`src/rtl/csr_pkg.sv`:
```
// csr_pkg: shared CSR definitions for the core's CSR blocks.
// Holds the CSR operation and privilege encodings, the counter-related CSR
// addresses and HPM address bases, the hardware performance counter defaults,
// and the read-modify-write helper used by every CSR block.
package csr_pkg;

  // CSR operation encodings
  localparam logic [2:0] CSR_WRITE = 3'd1;
  localparam logic [2:0] CSR_SET   = 3'd2;
  localparam logic [2:0] CSR_CLEAR = 3'd3;
  localparam logic [2:0] CSR_READ  = 3'd5;

  // Privilege levels
  localparam logic [1:0] PRIV_LVL_U = 2'b00;
  localparam logic [1:0] PRIV_LVL_S = 2'b01;
  localparam logic [1:0] PRIV_LVL_M = 2'b11;

  // Counter CSR addresses
  localparam logic [11:0] CSR_MCYCLE           = 12'hB00;
  localparam logic [11:0] CSR_MINSTRET         = 12'hB02;
  localparam logic [11:0] CSR_MHPMCOUNTER_BASE = 12'hB03;
  localparam logic [11:0] CSR_MCOUNTEREN       = 12'h306;
  localparam logic [11:0] CSR_MCOUNTINHIBIT    = 12'h320;
  localparam logic [11:0] CSR_MHPMEVENT_BASE   = 12'h323;
  localparam logic [11:0] CSR_SCOUNTEREN       = 12'h106;
  localparam logic [11:0] CSR_CYCLE            = 12'hC00;
  localparam logic [11:0] CSR_TIME             = 12'hC01;
  localparam logic [11:0] CSR_INSTRET          = 12'hC02;
  localparam logic [11:0] CSR_HPMCOUNTER_BASE  = 12'hC03;

  // Mask that reduces an address to its 32-entry counter bank base
  localparam logic [11:0] CSR_BANK_MASK = 12'hFE0;

  // Hardware performance counter defaults
  localparam int HPM_DEFAULT_NUM       = 4;
  localparam int HPM_DEFAULT_CNT_WIDTH = 64;
  localparam int HPM_MAX_NUM           = 29;

  // True for operations that modify the addressed CSR
  function automatic logic csr_is_write(input logic [2:0] op);
    return (op == CSR_WRITE) || (op == CSR_SET) || (op == CSR_CLEAR);
  endfunction

  // New CSR value for a read-modify-write operation
  function automatic logic [63:0] csr_apply_op(input logic [2:0]  op,
                                               input logic [63:0] old_val,
                                               input logic [63:0] operand);
    logic [63:0] res;
    res = old_val;
    case (op)
      CSR_WRITE: res = operand;
      CSR_SET:   res = old_val | operand;
      CSR_CLEAR: res = old_val & ~operand;
      default:   res = old_val;
    endcase
    return res;
  endfunction

endpackage

```
`src/rtl/riscv_hpm_counters_counter_cell.sv`:
```
// riscv_counter_cell: one width-parametrised performance counter.
// A CSR write in the same cycle as an increment wins; the counter wraps
// silently at 2^CNT_WIDTH-1.
// Ports:
//   i_clk, i_rst_n  clock, asynchronous active-low reset
//   i_event         count event for this cycle
//   i_inhibit       counting disabled (mcountinhibit bit)
//   i_we, i_wdata   CSR write strobe and value (already truncated)
//   o_cnt           current counter value
module riscv_counter_cell #(
  parameter int CNT_WIDTH = 64
) (
  input  logic                 i_clk,
  input  logic                 i_rst_n,
  input  logic                 i_event,
  input  logic                 i_inhibit,
  input  logic                 i_we,
  input  logic [CNT_WIDTH-1:0] i_wdata,
  output logic [CNT_WIDTH-1:0] o_cnt
);

  logic [CNT_WIDTH-1:0] cnt_q, cnt_d;

  always_comb begin
    cnt_d = cnt_q;
    if (i_we) begin
      cnt_d = i_wdata;
    end else if (i_event && !i_inhibit) begin
      cnt_d = cnt_q + CNT_WIDTH'(1);
    end
  end

  always_ff @(posedge i_clk or negedge i_rst_n) begin
    if (!i_rst_n) begin
      cnt_q <= '0;
    end else begin
      cnt_q <= cnt_d;
    end
  end

  assign o_cnt = cnt_q;

endmodule

```
`src/rtl/riscv_hpm_counters.sv`:
```
// riscv_hpm_counters: machine/user counter CSRs (mcycle, minstret,
// mhpmcounter3.., their user-mode shadows) plus mcounteren, scounteren,
// mcountinhibit and mhpmevent selectors.
// Ports:
//   i_riscv_clk, i_riscv_rst_n  clock, asynchronous active-low reset
//   i_csr_valid/addr/op/wdata   CSR access in this cycle
//   i_priv                      current privilege level
//   i_instret                   one instruction retired this cycle
//   i_events                    per-cycle event pulses for the HPM counters
//   o_csr_hit                   address decoded by this block
//   o_csr_rdata                 read data (zero when illegal or no hit)
//   o_csr_illegal               access raises an illegal-instruction trap
module riscv_hpm_counters
  import csr_pkg::*;
#(
  parameter int NUM_HPM   = HPM_DEFAULT_NUM,
  parameter int CNT_WIDTH = HPM_DEFAULT_CNT_WIDTH,
  parameter int NUM_EVT   = 8
) (
  input  logic               i_riscv_clk,
  input  logic               i_riscv_rst_n,
  input  logic               i_csr_valid,
  input  logic [11:0]        i_csr_addr,
  input  logic [2:0]         i_csr_op,
  input  logic [63:0]        i_csr_wdata,
  input  logic [1:0]         i_priv,
  input  logic               i_instret,
  input  logic [NUM_EVT-1:0] i_events,
  output logic               o_csr_hit,
  output logic [63:0]        o_csr_rdata,
  output logic               o_csr_illegal
);

  // Array sizes must stay non-zero even when no HPM counters exist
  localparam int NH    = (NUM_HPM == 0) ? 1 : NUM_HPM;
  localparam int NCELL = 2 + NUM_HPM;
  localparam int EVW   = $clog2(NUM_EVT + 1);
  // Implemented counter bits: 0 (cycle), 2 (instret), 3..2+NUM_HPM
  localparam logic [31:0] CNT_MASK = 32'h5 | (((32'h1 << NUM_HPM) - 32'h1) << 3);

  logic [31:0]          mcounteren_q, mcounteren_d;
  logic [31:0]          scounteren_q, scounteren_d;
  logic [31:0]          mcountinhibit_q, mcountinhibit_d;
  logic [EVW-1:0]       mhpmevent_q [NH];
  logic [EVW-1:0]       mhpmevent_d [NH];

  logic [CNT_WIDTH-1:0] cnt_val [NCELL];
  logic [NH-1:0]        hpm_evt;

  logic [4:0]  n;
  logic        is_mcnt, is_ucnt, is_mevt, is_minh, is_mcen, is_scen;
  logic        any_hit, illegal_c, csr_we;
  logic [63:0] rdata_raw, wval;

  // Address decode. 0xB01 has no machine counter and 0xC01 (time) lives
  // elsewhere, so both fall out of the counter banks.
  always_comb begin
    n       = i_csr_addr[4:0];
    is_mcnt = ((i_csr_addr & CSR_BANK_MASK) == CSR_MCYCLE) && (n != 5'd1);
    is_ucnt = ((i_csr_addr & CSR_BANK_MASK) == CSR_CYCLE) && (i_csr_addr != CSR_TIME);
    is_minh = (i_csr_addr == CSR_MCOUNTINHIBIT);
    is_mevt = ((i_csr_addr & CSR_BANK_MASK) == CSR_MCOUNTINHIBIT) && (n >= 5'd3);
    is_mcen = (i_csr_addr == CSR_MCOUNTEREN);
    is_scen = (i_csr_addr == CSR_SCOUNTEREN);
    any_hit = is_mcnt | is_ucnt | is_minh | is_mevt | is_mcen | is_scen;
  end

  // Privilege checks; user-range reads are gated by the enable bit of the
  // counter selected by the low address bits.
  always_comb begin
    illegal_c = 1'b0;
    if ((is_mcnt || is_minh || is_mevt || is_mcen) && (i_priv != PRIV_LVL_M)) begin
      illegal_c = 1'b1;
    end
    if (is_scen && (i_priv == PRIV_LVL_U)) begin
      illegal_c = 1'b1;
    end
    if (is_ucnt) begin
      if (i_csr_op != CSR_READ) begin
        illegal_c = 1'b1;
      end else if (i_priv == PRIV_LVL_S) begin
        illegal_c = !mcounteren_q[n];
      end else if (i_priv == PRIV_LVL_U) begin
        illegal_c = !(mcounteren_q[n] && scounteren_q[n]);
      end
    end
  end

  // Read mux; unimplemented counters and selectors read as zero
  always_comb begin
    rdata_raw = '0;
    if (is_mcnt || is_ucnt) begin
      if (n == 5'd0) begin
        rdata_raw[CNT_WIDTH-1:0] = cnt_val[0];
      end else if (n == 5'd2) begin
        rdata_raw[CNT_WIDTH-1:0] = cnt_val[1];
      end
      for (int k = 0; k < NUM_HPM; k++) begin
        if (n == 5'(3 + k)) begin
          rdata_raw[CNT_WIDTH-1:0] = cnt_val[2+k];
        end
      end
    end else if (is_mevt) begin
      for (int k = 0; k < NUM_HPM; k++) begin
        if (n == 5'(3 + k)) begin
          rdata_raw[EVW-1:0] = mhpmevent_q[k];
        end
      end
    end else if (is_minh) begin
      rdata_raw[31:0] = mcountinhibit_q;
    end else if (is_mcen) begin
      rdata_raw[31:0] = mcounteren_q;
    end else if (is_scen) begin
      rdata_raw[31:0] = scounteren_q;
    end
  end

  assign o_csr_hit     = i_csr_valid & any_hit;
  assign o_csr_illegal = i_csr_valid & any_hit & illegal_c;
  assign o_csr_rdata   = (i_csr_valid && any_hit && !illegal_c) ? rdata_raw : 64'd0;

  assign wval   = csr_apply_op(i_csr_op, rdata_raw, i_csr_wdata);
  assign csr_we = i_csr_valid & any_hit & ~illegal_c & csr_is_write(i_csr_op);

  // Control register next state; hardwired-zero bits are masked on write
  always_comb begin
    mcounteren_d    = mcounteren_q;
    scounteren_d    = scounteren_q;
    mcountinhibit_d = mcountinhibit_q;
    for (int k = 0; k < NH; k++) begin
      mhpmevent_d[k] = mhpmevent_q[k];
    end
    if (csr_we) begin
      if (is_mcen) mcounteren_d    = wval[31:0] & CNT_MASK;
      if (is_scen) scounteren_d    = wval[31:0] & CNT_MASK;
      if (is_minh) mcountinhibit_d = wval[31:0] & CNT_MASK;
      if (is_mevt) begin
        for (int k = 0; k < NUM_HPM; k++) begin
          if (n == 5'(3 + k)) begin
            mhpmevent_d[k] = wval[EVW-1:0];
          end
        end
      end
    end
  end

  always_ff @(posedge i_riscv_clk or negedge i_riscv_rst_n) begin
    if (!i_riscv_rst_n) begin
      mcounteren_q    <= '0;
      scounteren_q    <= '0;
      mcountinhibit_q <= '0;
      for (int k = 0; k < NH; k++) begin
        mhpmevent_q[k] <= '0;
      end
    end else begin
      mcounteren_q    <= mcounteren_d;
      scounteren_q    <= scounteren_d;
      mcountinhibit_q <= mcountinhibit_d;
      for (int k = 0; k < NH; k++) begin
        mhpmevent_q[k] <= mhpmevent_d[k];
      end
    end
  end

  // HPM event select: selector 1..NUM_EVT picks i_events[sel-1], others count nothing
  always_comb begin
    hpm_evt = '0;
    for (int k = 0; k < NH; k++) begin
      for (int e = 0; e < NUM_EVT; e++) begin
        if (mhpmevent_q[k] == EVW'(e + 1)) begin
          hpm_evt[k] = i_events[e];
        end
      end
    end
  end

  // Cell c maps to counter number 0 (cycle), 2 (instret) or c+1 (hpm)
  for (genvar c = 0; c < NCELL; c++) begin : g_cell
    localparam int CB = (c == 0) ? 0 : c + 1;
    logic evt;
    if (c == 0) begin : g_cyc
      assign evt = 1'b1;
    end else if (c == 1) begin : g_ret
      assign evt = i_instret;
    end else begin : g_hpm
      assign evt = hpm_evt[c-2];
    end

    riscv_counter_cell #(
      .CNT_WIDTH(CNT_WIDTH)
    ) u_cell (
      .i_clk    (i_riscv_clk),
      .i_rst_n  (i_riscv_rst_n),
      .i_event  (evt),
      .i_inhibit(mcountinhibit_q[CB]),
      .i_we     (csr_we && is_mcnt && (n == 5'(CB))),
      .i_wdata  (wval[CNT_WIDTH-1:0]),
      .o_cnt    (cnt_val[c])
    );
  end

endmodule

```
`config.mk`:
```
export PLATFORM = sky130hd
export DESIGN_NAME = riscv_hpm_counters
export DESIGN_NICKNAME = d
export VERILOG_FILES = /design/src/rtl/csr_pkg.sv /design/src/rtl/riscv_hpm_counters_counter_cell.sv /design/src/rtl/riscv_hpm_counters.sv
export SDC_FILE = /design/constraint.sdc
export NUM_CORES = 1
export LEC_CHECK = 0
export BUFFER_PORTS_ARGS = -buffer_cell sky130_fd_sc_hd__buf_2
export CELL_PAD_IN_SITES_DETAIL_PLACEMENT = 0
export CELL_PAD_IN_SITES_GLOBAL_PLACEMENT = 2
export CORE_MARGIN = 2
export CORE_UTILIZATION = 34
export DETAILED_ROUTE_END_ITERATION = 16
export GPL_TIMING_DRIVEN = 0
export PLACE_DENSITY = 0.77
export RECOVER_POWER = 100
export REMOVE_ABC_BUFFERS = 1
export SLEW_MARGIN = 20
export SYNTH_ARGS = -nofsm -noshare
export SYNTH_HDL_FRONTEND = slang
export SYNTH_HIERARCHICAL = 1
export SYNTH_SLANG_ARGS = --single-unit
export TNS_END_PERCENT = 1
```
`constraint.sdc`:
```
create_clock -name i_riscv_clk -period 3.3 [get_ports i_riscv_clk]
set_input_delay 0.66 -clock i_riscv_clk [delete_from_list [all_inputs] [get_ports i_riscv_clk]]
set_output_delay 0.66 -clock i_riscv_clk [all_outputs]
set_load 0.1 [all_outputs]
```
==> results of run 1 <==
-- cell usage in the layout (no fill, tap or decap), types with 27 or more instances in the layout --
cell type | netlist | layout
a21oi_1 | 29 | 28
a221o_1 | 69 | 68
a22oi_1 | 200 | 177
a31oi_1 | 101 | 98
and3_1 | 92 | 92
buf_12 | 0 | 88
buf_2 | 19 | 90
buf_4 | 0 | 69
buf_6 | 4 | 32
buf_8 | 0 | 27
clkbuf_16 | 0 | 63
dfrtp_1 | 418 | 417
inv_1 | 58 | 51
mux2_2 | 55 | 49
nand2_1 | 559 | 539
nand3_1 | 353 | 324
nand3_2 | 0 | 27
nand4_1 | 245 | 245
nor2_1 | 343 | 271
nor2_2 | 1 | 30
nor2_4 | 0 | 43
nor2b_1 | 38 | 30
nor3_1 | 102 | 94
nor4_1 | 113 | 85
o21ai_0 | 359 | 351
or3_1 | 62 | 62
or4_1 | 78 | 77
xnor2_1 | 84 | 84
xor2_1 | 151 | 151
-- worst max-delay path: cells and delay by family --
family	cells	cell delay, ns
buffers and inverters	5	0.95
AOI/OAI and AO/OA	1	0.18
and+or+nand+nor	5	1.19
-- layout make-up --
class / count / area share
Timing Repair inverter: 2 / 0.0005062
Inverter: 59 / 0.007625
Multi-Input combinational cell: 3332 / 0.5373
Clock buffer: 88 / 0.04357
Sequential cell: 418 / 0.2645
Clock inverter: 13 / 0.002689
Tap cell: 1243 / 0.03933
Timing Repair Buffer: 331 / 0.1045
-- per-layer routing --
layer / routed length (um) / GRT usage / part of all wire
met5: 0 / 0 / 0
met4: 8252 / 0.1426 / 0.052
met3: 14570 / 0.06026 / 0.092
met2: 69070 / 0.4870 / 0.43
met1: 67290 / 0.4438 / 0.42
-- worst max path at each step --
stage	end	slack, ns	cells past startpoint
final	o_csr_rdata[33]	-0.38	11
after global routing	o_csr_rdata[7]	-0.40	10
after CTS	o_csr_rdata[4]	-0.40	10
after detailed placement	g_cell[1].u_cell/o_cnt[60]	-3.28	21
after global placement	g_cell[1].u_cell/o_cnt[60]	-19.14	13
after floorplan	g_cell[0].u_cell/o_cnt[60]	-10.16	11
-- metrics by stage --
stage	TNS, ns	hold WS (ns)	util	power [uW]
3_3_place_gp	-8888.62	0.4919	0.3588	7654
3_5_place_dp	-798.11	0.4993	0.3723	7729
2_1_floorplan	-3026.40	0.3644	-	6646
6_report	-24.76	0.4355	0.4308	14070
5_1_grt	-70.80	0.4623	0.4308	14470
4_1_cts	-26.08	0.4067	0.4147	14040
-- registers in the layout, summed over array words and instances, names as in the netlist --
register / cells
scounteren_q: 6
g_cell.u_cell/o_cnt: 384
mcounteren_q: 6
mcountinhibit_q: 6
mhpmevent_q: 16
-- Yosys cell counts, types with 16 or more instances --
| library cell | count | area share |
|---|---|---|
| nand3_1 | 353 | 0.056 |
| o21ai_0 | 359 | 0.057 |
| dfrtp_1 | 418 | 0.33 |
| and3_1 | 92 | 0.018 |
| nor4_1 | 113 | 0.022 |
| nand2b_1 | 16 | 0.0032 |
| nand2_1 | 559 | 0.067 |
| a31oi_1 | 101 | 0.020 |
| inv_1 | 58 | 0.0069 |
| nor2b_1 | 38 | 0.0075 |
| o31ai_1 | 19 | 0.0045 |
| nor3_1 | 102 | 0.016 |
| and2_1 | 18 | 0.0036 |
| a21oi_1 | 29 | 0.0046 |
| clkbuf_1 | 201 | 0.024 |
| nor2_1 | 343 | 0.041 |
| buf_2 | 19 | 0.0030 |
| or3_1 | 62 | 0.012 |
| a221o_1 | 69 | 0.022 |
| a22oi_1 | 200 | 0.048 |
| xor2_1 | 151 | 0.042 |
| or4_1 | 78 | 0.019 |
| xnor2_1 | 84 | 0.023 |
| nand4_1 | 245 | 0.049 |
| mux2_2 | 55 | 0.020 |
| and4_1 | 24 | 0.0067 |
-- cell families (layout without fill, tap and decap cells) --
family / after synthesis / after routing / synth area share
flip-flops: 418 / 418 / 0.3318
adder cells (fa/ha/maj): 6 / 6 / 0.002381
AO/OA/AOI/OAI: 863 / 863 / 0.1803
XOR/XNOR: 235 / 235 / 0.06529
other: 1 / 4 / 0.0001190
AND/OR/NAND/NOR: 2144 / 2144 / 0.3528
buffers and inverters: 297 / 493 / 0.03715
multiplexers: 80 / 80 / 0.03012
-- report_power, final --
part | total [uW] | leakage (uW) | switching (uW) | internal [uW]
registers | 6000 | 0.00547 | 627 | 5370
clock network | 6250 | 0.000902 | 2620 | 3630
logic | 1820 | 0.00845 | 1240 | 583
-- repair_timing --
action                                 4_1_cts  5_1_grt
setup endpoints to repair                  474      241
resized for setup                          444      253
pin swaps                                   45       68
endpoints found under the hold margin       27        0
setup buffers                               45       35
cloned                                       4        8
hold buffers                                 1        0
==> results by group, run 1 <==
Timing
  • Setup WS post-layout: -0.3787 ns
  • Final setup violating endpoints: 109
  • Hold Fails Final Rpt: 0
  • RSZ-0062 raised after global routing: yes
  • Max frequency: 0.2718 GHz
  • Period utilisation layout: 1.115
  • Fin. max-slew vios: 0
  • Worst Skew: 0.04004 ns
  • Fin crit period: 3.679 ns
  • Slew @ Worst Pin: 1.325 ns
  • Worst slew margin: 0.1170

Route
  • Residual DRC: 0
  • DRT iter0 DRCs: 4209
  • DR WL/cell: 29.02 um
  • Final WL: 159.2 mm
  • DR pass1 iterations: 6
  • Routed via count: 34804
  • DR vias/cell: 6.344
  • Antenna viol nets, final: 0

Clock tree
  • CTS tree: built
  • H-tree depth: 2
  • Later-pin clock latency in the skew report: 0.66 ns
  • CTS sink count: 418
  • Total CTS buffers: 56
  • Root buffer cell: clkbuf_16
  • Worst-path clk slew: 0.06 ns
  • Max clock buf depth: 3

Die
  • Starting Density: 0.3434
  • Die Width: 308.5 um
  • Std-Cell Rows: 111
  • Die height: 308.5 um
  • CORE AREA: 91800 um2
  • Die area: 95170 um2
  • I/O pin total: 159

Worst setup path
  • FF-to-FF setup slack: -0.28 ns
  • Worst EP arrival: 3.02 ns
  • CP Class: primary input to output port
  • Worst-path cell chain: buf_2 > or3_4 > buf_8 > nor2_4 > clkbuf_16 > buf_16 > a22oi_1 > nand3_2 > nand2_1 > nor2_2 > buf_12
  • CP peak stage delay: 0.44 ns
  • Setup crit start kind: primary input
  • Crit path capture type: output port
  • Reg2Reg Depth: 17
  • CP Max Fanout: 28
  • Slowest cell on crit path: or3_4
  • RR Endpoint: g_cell[2].u_cell/o_cnt[60]
  • Worst Path Required: 2.64 ns
  • Critical Path Start: i_csr_addr[4]
  • RR Startpoint: scounteren_q[3]

Placed design
  • GP Congestion: 0.9711
  • Pre-CTS setup slack: -3.281 ns
  • Placed instance area: 34170 um2
  • Cells after DPL: 5297
  • Dpl hpwl: 120.1 mm
  • # port buffers: 158

GRT
  • First-pass GRT wire length: 224.8 mm
  • Number of antenna violations at the first check in global routing: 0
  • Gr usage total: 0.3214
  • Largest net degree at the start of global routing: 88
  • Remaining global-route overflow: 0
  • Number of global-route vias before repair: 31494

Synthesis
  • Syn Area/Cell: 7.795 um2
  • Synth unique cells: 82
  • Number of synthesized flops with an enable pin: 0
  • Sequential fraction of the synthesis area: 0.3318
  • Post-Synthesis Cells: 4044
  • Syn Std Cell Area: 31520 um2
  • Async SR Flop Fraction: 1.000
  • Synthesized flop and latch total: 418
  • YS warnings: 6
  • Most used DFF post-synth: dfrtp_1

Power and ir drop
  • PD cells: 355.8 nW/um2
  • VDD IR-drop max: 0.0003878 V
  • Leak pwr: 0.01482 uW

Min path
  • Hold Startpoint: i_csr_wdata[1]
  • Worst min path class: primary input to register
  • Min-Delay Path Depth: 3
  • Worst Hold End: mhpmevent_q[1]

Final layout
  • Fin nets: 4299
  • Final instance area: 39550 um2
  • Layout cell share with drive strength beyond 1: 0.1782
  • Post-Layout Cell Count: 5486
  • Register area: 10460 um2
  • Antenna fix cells: 0
  • Synthesis-to-finish area growth: 25.45%
  • Multi-input gate area: 21250 um2
  • FILL cells: 9297

Flow run
  • Max Cap Viol: 0

Run status
  • Outcome: finished with violations
  • Violated checks: setup timing
Power figures use the tool's default switching activity.
==> inputs of run 2 (changes only) <==
--- a/config.mk
+++ b/config.mk
@@ -9,7 +9,7 @@
 export CELL_PAD_IN_SITES_DETAIL_PLACEMENT = 0
 export CELL_PAD_IN_SITES_GLOBAL_PLACEMENT = 2
 export CORE_MARGIN = 2
-export CORE_UTILIZATION = 34
+export CORE_UTILIZATION = 35
 export DETAILED_ROUTE_END_ITERATION = 16
 export GPL_TIMING_DRIVEN = 0
 export PLACE_DENSITY = 0.77
@@ -18,6 +18,5 @@
 export SLEW_MARGIN = 20
 export SYNTH_ARGS = -nofsm -noshare
 export SYNTH_HDL_FRONTEND = slang
-export SYNTH_HIERARCHICAL = 1
 export SYNTH_SLANG_ARGS = --single-unit
 export TNS_END_PERCENT = 1
==> results by group, run 2 <==
Run status
  • Outcome: finished with violations
  • Violated checks: capacitance limit, slew limit, setup timing

Final layout
  • FILL cells: 8203 (-12%)
  • Fin nets: 3726 (-13%)
  • Max reg flops: 384 (unchanged)
  • Leading cell type in the layout, fill and taps excluded: dfrtp_1
  • Antenna fix cells: 0 (unchanged)
  • Commonest cells after routing, fill and taps aside: 418 x dfrtp_1, 379 x a21oi_1, 368 x nor2_1
  • Final core utilization: 0.4338 (+0.002969)
  • Layout cell share with drive strength beyond 1: 0.1854 (+0.007211)
  • Synthesis-to-finish area growth: 22.85%

Route
  • DRT iter0 DRCs: 2419 (-43%)
  • Routed via count: 28255 (-19%)
  • DR WL/cell: 25.59 um (-12%)
  • Antenna viol nets, final: 0 (unchanged)
  • Residual DRC: 0 (unchanged)
  • DR pass1 iterations: 5 (-1)
  • DR vias/cell: 5.963 (-6.0%)
  • Final WL: 121.3 mm (-24%)

GRT
  • Remaining global-route overflow: 0 (unchanged)
  • Number of global-route vias before repair: 27814 (-12%)
  • Largest net degree at the start of global routing: 87 (-1.1%)
  • Number of antenna violations at the first check in global routing: 1 (+1)
  • First-pass GRT wire length: 182.5 mm (-19%)
  • Gr usage total: 0.2809 (-0.04047)

Synthesis
  • Compound-cell area share of the yosys netlist: 0.1726 (-0.007637)
  • Sequential fraction of the synthesis area: 0.3608 (+0.02900)
  • Simple-Gate Fraction of Synth Area: 0.2638 (-0.08902)
  • Largest family of logic cells by synthesized area: simple AND/OR/NAND/NOR gates
  • YS warnings: 0 (-6)
  • Async SR Flop Fraction: 1.000 (unchanged)
  • Synthesized flop and latch total: 418 (unchanged)
  • Most used DFF post-synth: dfrtp_1
  • Synth area leader: dfrtp_1
  • Syn Std Cell Area: 28990 um2 (-8.0%)
  • Top cells by area, synth: dfrtp_1 36%, xor2_1 7.6%, a21oi_1 6.6%, nor2_1 5.5%, mux2i_1 3.4%
  • Adder-cell share of the synthesized area: 0.002590 (+0.0002081)
  • Post-Synthesis Cells: 3498 (-14%)
  • Most common cell in the synthesized netlist: nor2_1
  • Syn Area/Cell: 8.288 um2 (+6.3%)
  • Top post-synthesis cells by count: 426 x nor2_1, 418 x dfrtp_1, 382 x a21oi_1
  • XOR/XNOR Fraction of Synth Area: 0.1066 (+0.04136)
  • Synth unique cells: 80 (-2.4%)
  • Post-synth top area share: 0.3608 (+0.02900)
  • Number of synthesized flops with an enable pin: 0 (unchanged)
  • Multiplexer area fraction after synthesis: 0.04899 (+0.01886)

Die
  • Starting Density: 0.3531 (+0.009675)
  • I/O pin total: 159 (unchanged)
  • Std-Cell Rows: 105 (-5.4%)
  • CORE AREA: 82110 um2 (-11%)
  • Die area: 85150 um2 (-11%)
  • Die height: 291.8 um (-5.4%)
  • Die Width: 291.8 um (-5.4%)

Worst setup path
  • Worst Path Required: 2.64 ns (about the same)
  • Worst-path cell chain: buf_4 > clkinvlp_4 > buf_4 > clkbuf_2 > and3_2 > a221o_1 > o221ai_1 > nor2_4 > buf_12
  • CP peak stage delay: 0.44 ns (about the same)
  • Crit path max-delay family: buffers and inverters
  • Crit path capture type: output port
  • CP Max Fanout: 23 (-18%)
  • Worst EP arrival: 3.09 ns (+0.07 ns)
  • CP Class: primary input to output port
  • Slowest cell on crit path: and3_2
  • Worst Path Buf+Inv: 5 (unchanged)
  • Setup crit start kind: primary input
  • Crit-path most repeated cell: buf_4

Power and ir drop
  • VDD IR-drop max: 0.0003416 V (-12%)
  • PD cells: 352.2 nW/um2 (-1.0%)
  • Leak pwr: 0.01506 uW (+1.6%)

Clock tree
  • Later-pin clock latency in the skew report: 0.62 ns (-0.04 ns)
  • CTS sink count: 418 (unchanged)
  • Worst-path clk slew: 0.06 ns (about the same)
  • H-tree depth: 2 (unchanged)
  • Total CTS buffers: 52 (-7.1%)
  • Max clock buf depth: 3 (unchanged)
  • Post-CTS Hold Fix Bufs: 0 (-1)
  • CTS tree: built
  • Root buffer cell: clkbuf_16

Flow run
  • Max Cap Viol: 1 (+1)

Min path
  • Worst min path class: primary input to register

Timing
  • Period utilisation layout: 1.135 (+0.02057)
  • RSZ-0062 raised after global routing: yes
  • Fin. max-slew vios: 66 (+66)
  • Worst Skew: 0.03222 ns (-0.007821 ns)
  • TNS Setup: -33.40 ns (-8.634 ns)
  • Final setup violating endpoints: 147 (+35%)
  • Max frequency: 0.2669 GHz (-1.8%)
  • Setup WS post-layout: -0.4465 ns (-0.06789 ns)
  • Hold Fails Final Rpt: 0 (unchanged)
  • Slew @ Worst Pin: 1.892 ns (+0.5678 ns)
  • Fin crit period: 3.747 ns (+0.06789 ns)
  • Worst slew margin: -0.2616 (-0.3785)

Placed design
  • # port buffers: 158 (unchanged)
  • Dpl hpwl: 88.13 mm (-27%)
  • GP Congestion: 0.8477 (-13%)
[run 2: cell count changes after synthesis, moves of 55 or more]
cell | before | now
a21oi_1 | 29 | 382
nand2_1 | 559 | 208
o21ai_0 | 359 | 70
nand3_1 | 353 | 155
nand4_1 | 245 | 94
a22oi_1 | 200 | 52
xor2_1 | 151 | 252
a31oi_1 | 101 | 5
mux2i_1 | 15 | 98
nor2_1 | 343 | 426
or4_1 | 78 | 7
a211oi_1 | 14 | 69
[run 2: where the power goes]
group | internal, uW | switching (uW)
Clock | 3590 | 2440
Combinational | 385 | 736
Sequential | 5220 | 169
Total | 9190 | 3350
[run 2: layer usage]
metal | global-route usage | wire, um
met1 | 0.3781 | 53040
met2 | 0.4704 | 57540
met3 | 0.03577 | 6886
met4 | 0.08423 | 3792
met5 | 0 | 12
[run 2: final timing paths]
| kind | from | to | slack, ns | cells after the start |
|---|---|---|---|---|
| worst max-delay path | i_csr_addr[0] | o_csr_rdata[7] | -0.45 | 9 |
| worst min-delay path | i_csr_wdata[4] | scounteren_q[4] | 0.40 | 3 |
| worst max register to register | mcounteren_q[5] | g_cell[4].u_cell.o_cnt[26] | -0.20 | 12 |
| worst min register to register | mcounteren_q[0] | mcounteren_q[0] | 0.53 | 1 |
| max in group asynchronous | i_riscv_rst_n | g_cell[1].u_cell.o_cnt[22] | 0.34 | 2 |
| min in group asynchronous | i_riscv_rst_n | g_cell[4].u_cell.o_cnt[58] | 0.53 | 1 |
[run 2: kinds of logic (layout without fill, tap and decap cells)]
group | count (synthesis) | count (layout)
AO/OA/AOI/OAI | 781 | 781
XOR/XNOR | 353 | 353
AND/OR/NAND/NOR | 1488 | 1492
adder cells (fa/ha/maj) | 6 | 6
flip-flops | 418 | 418
multiplexers | 133 | 133
buffers and inverters | 319 | 485
[run 2: layout make-up]
class                      count  area (um2)  share of cell area
multi-input combinational   2765       18300              0.5139
inverter                      68       259.0            0.007272
clock buffer                  83        1589             0.04462
clock inverter                12       162.7            0.004567
timing repair buffer         322        3505             0.09840
tap                         1070        1339             0.03759
sequential                   418       10460              0.2937
[run 2: through the flow]
step	instances	cell area (um2)	hold WS, ns	total power [uW]	setup slack (ns)
floorplan	3247	27960	0.3644	5900	-9.632
global placement	4475	30090	0.4980	6432	-19.53
detailed placement	4604	32020	0.5077	6535	-1.580
CTS	4735	35260	0.02618	12620	-0.4411
global route	4738	35620	0.4184	12940	-0.4697
finish	4738	35620	0.4013	12540	-0.4465
[run 2: worst min-delay path, stage by stage]
cell	delay, ns
buf_2	0.10
a211oi_1	0.09
mux2i_1	0.12
[run 2: what timing repair did]
| item | 4_1_cts | 5_1_grt |
|---|---|---|
| pin swaps | 29 | 14 |
| endpoints found under the setup margin | 419 | 198 |
| setup buffers | 30 | 3 |
| resized for setup | 303 | 113 |
| endpoints found under the hold margin | 0 | 0 |
| cloned | 6 | 0 |
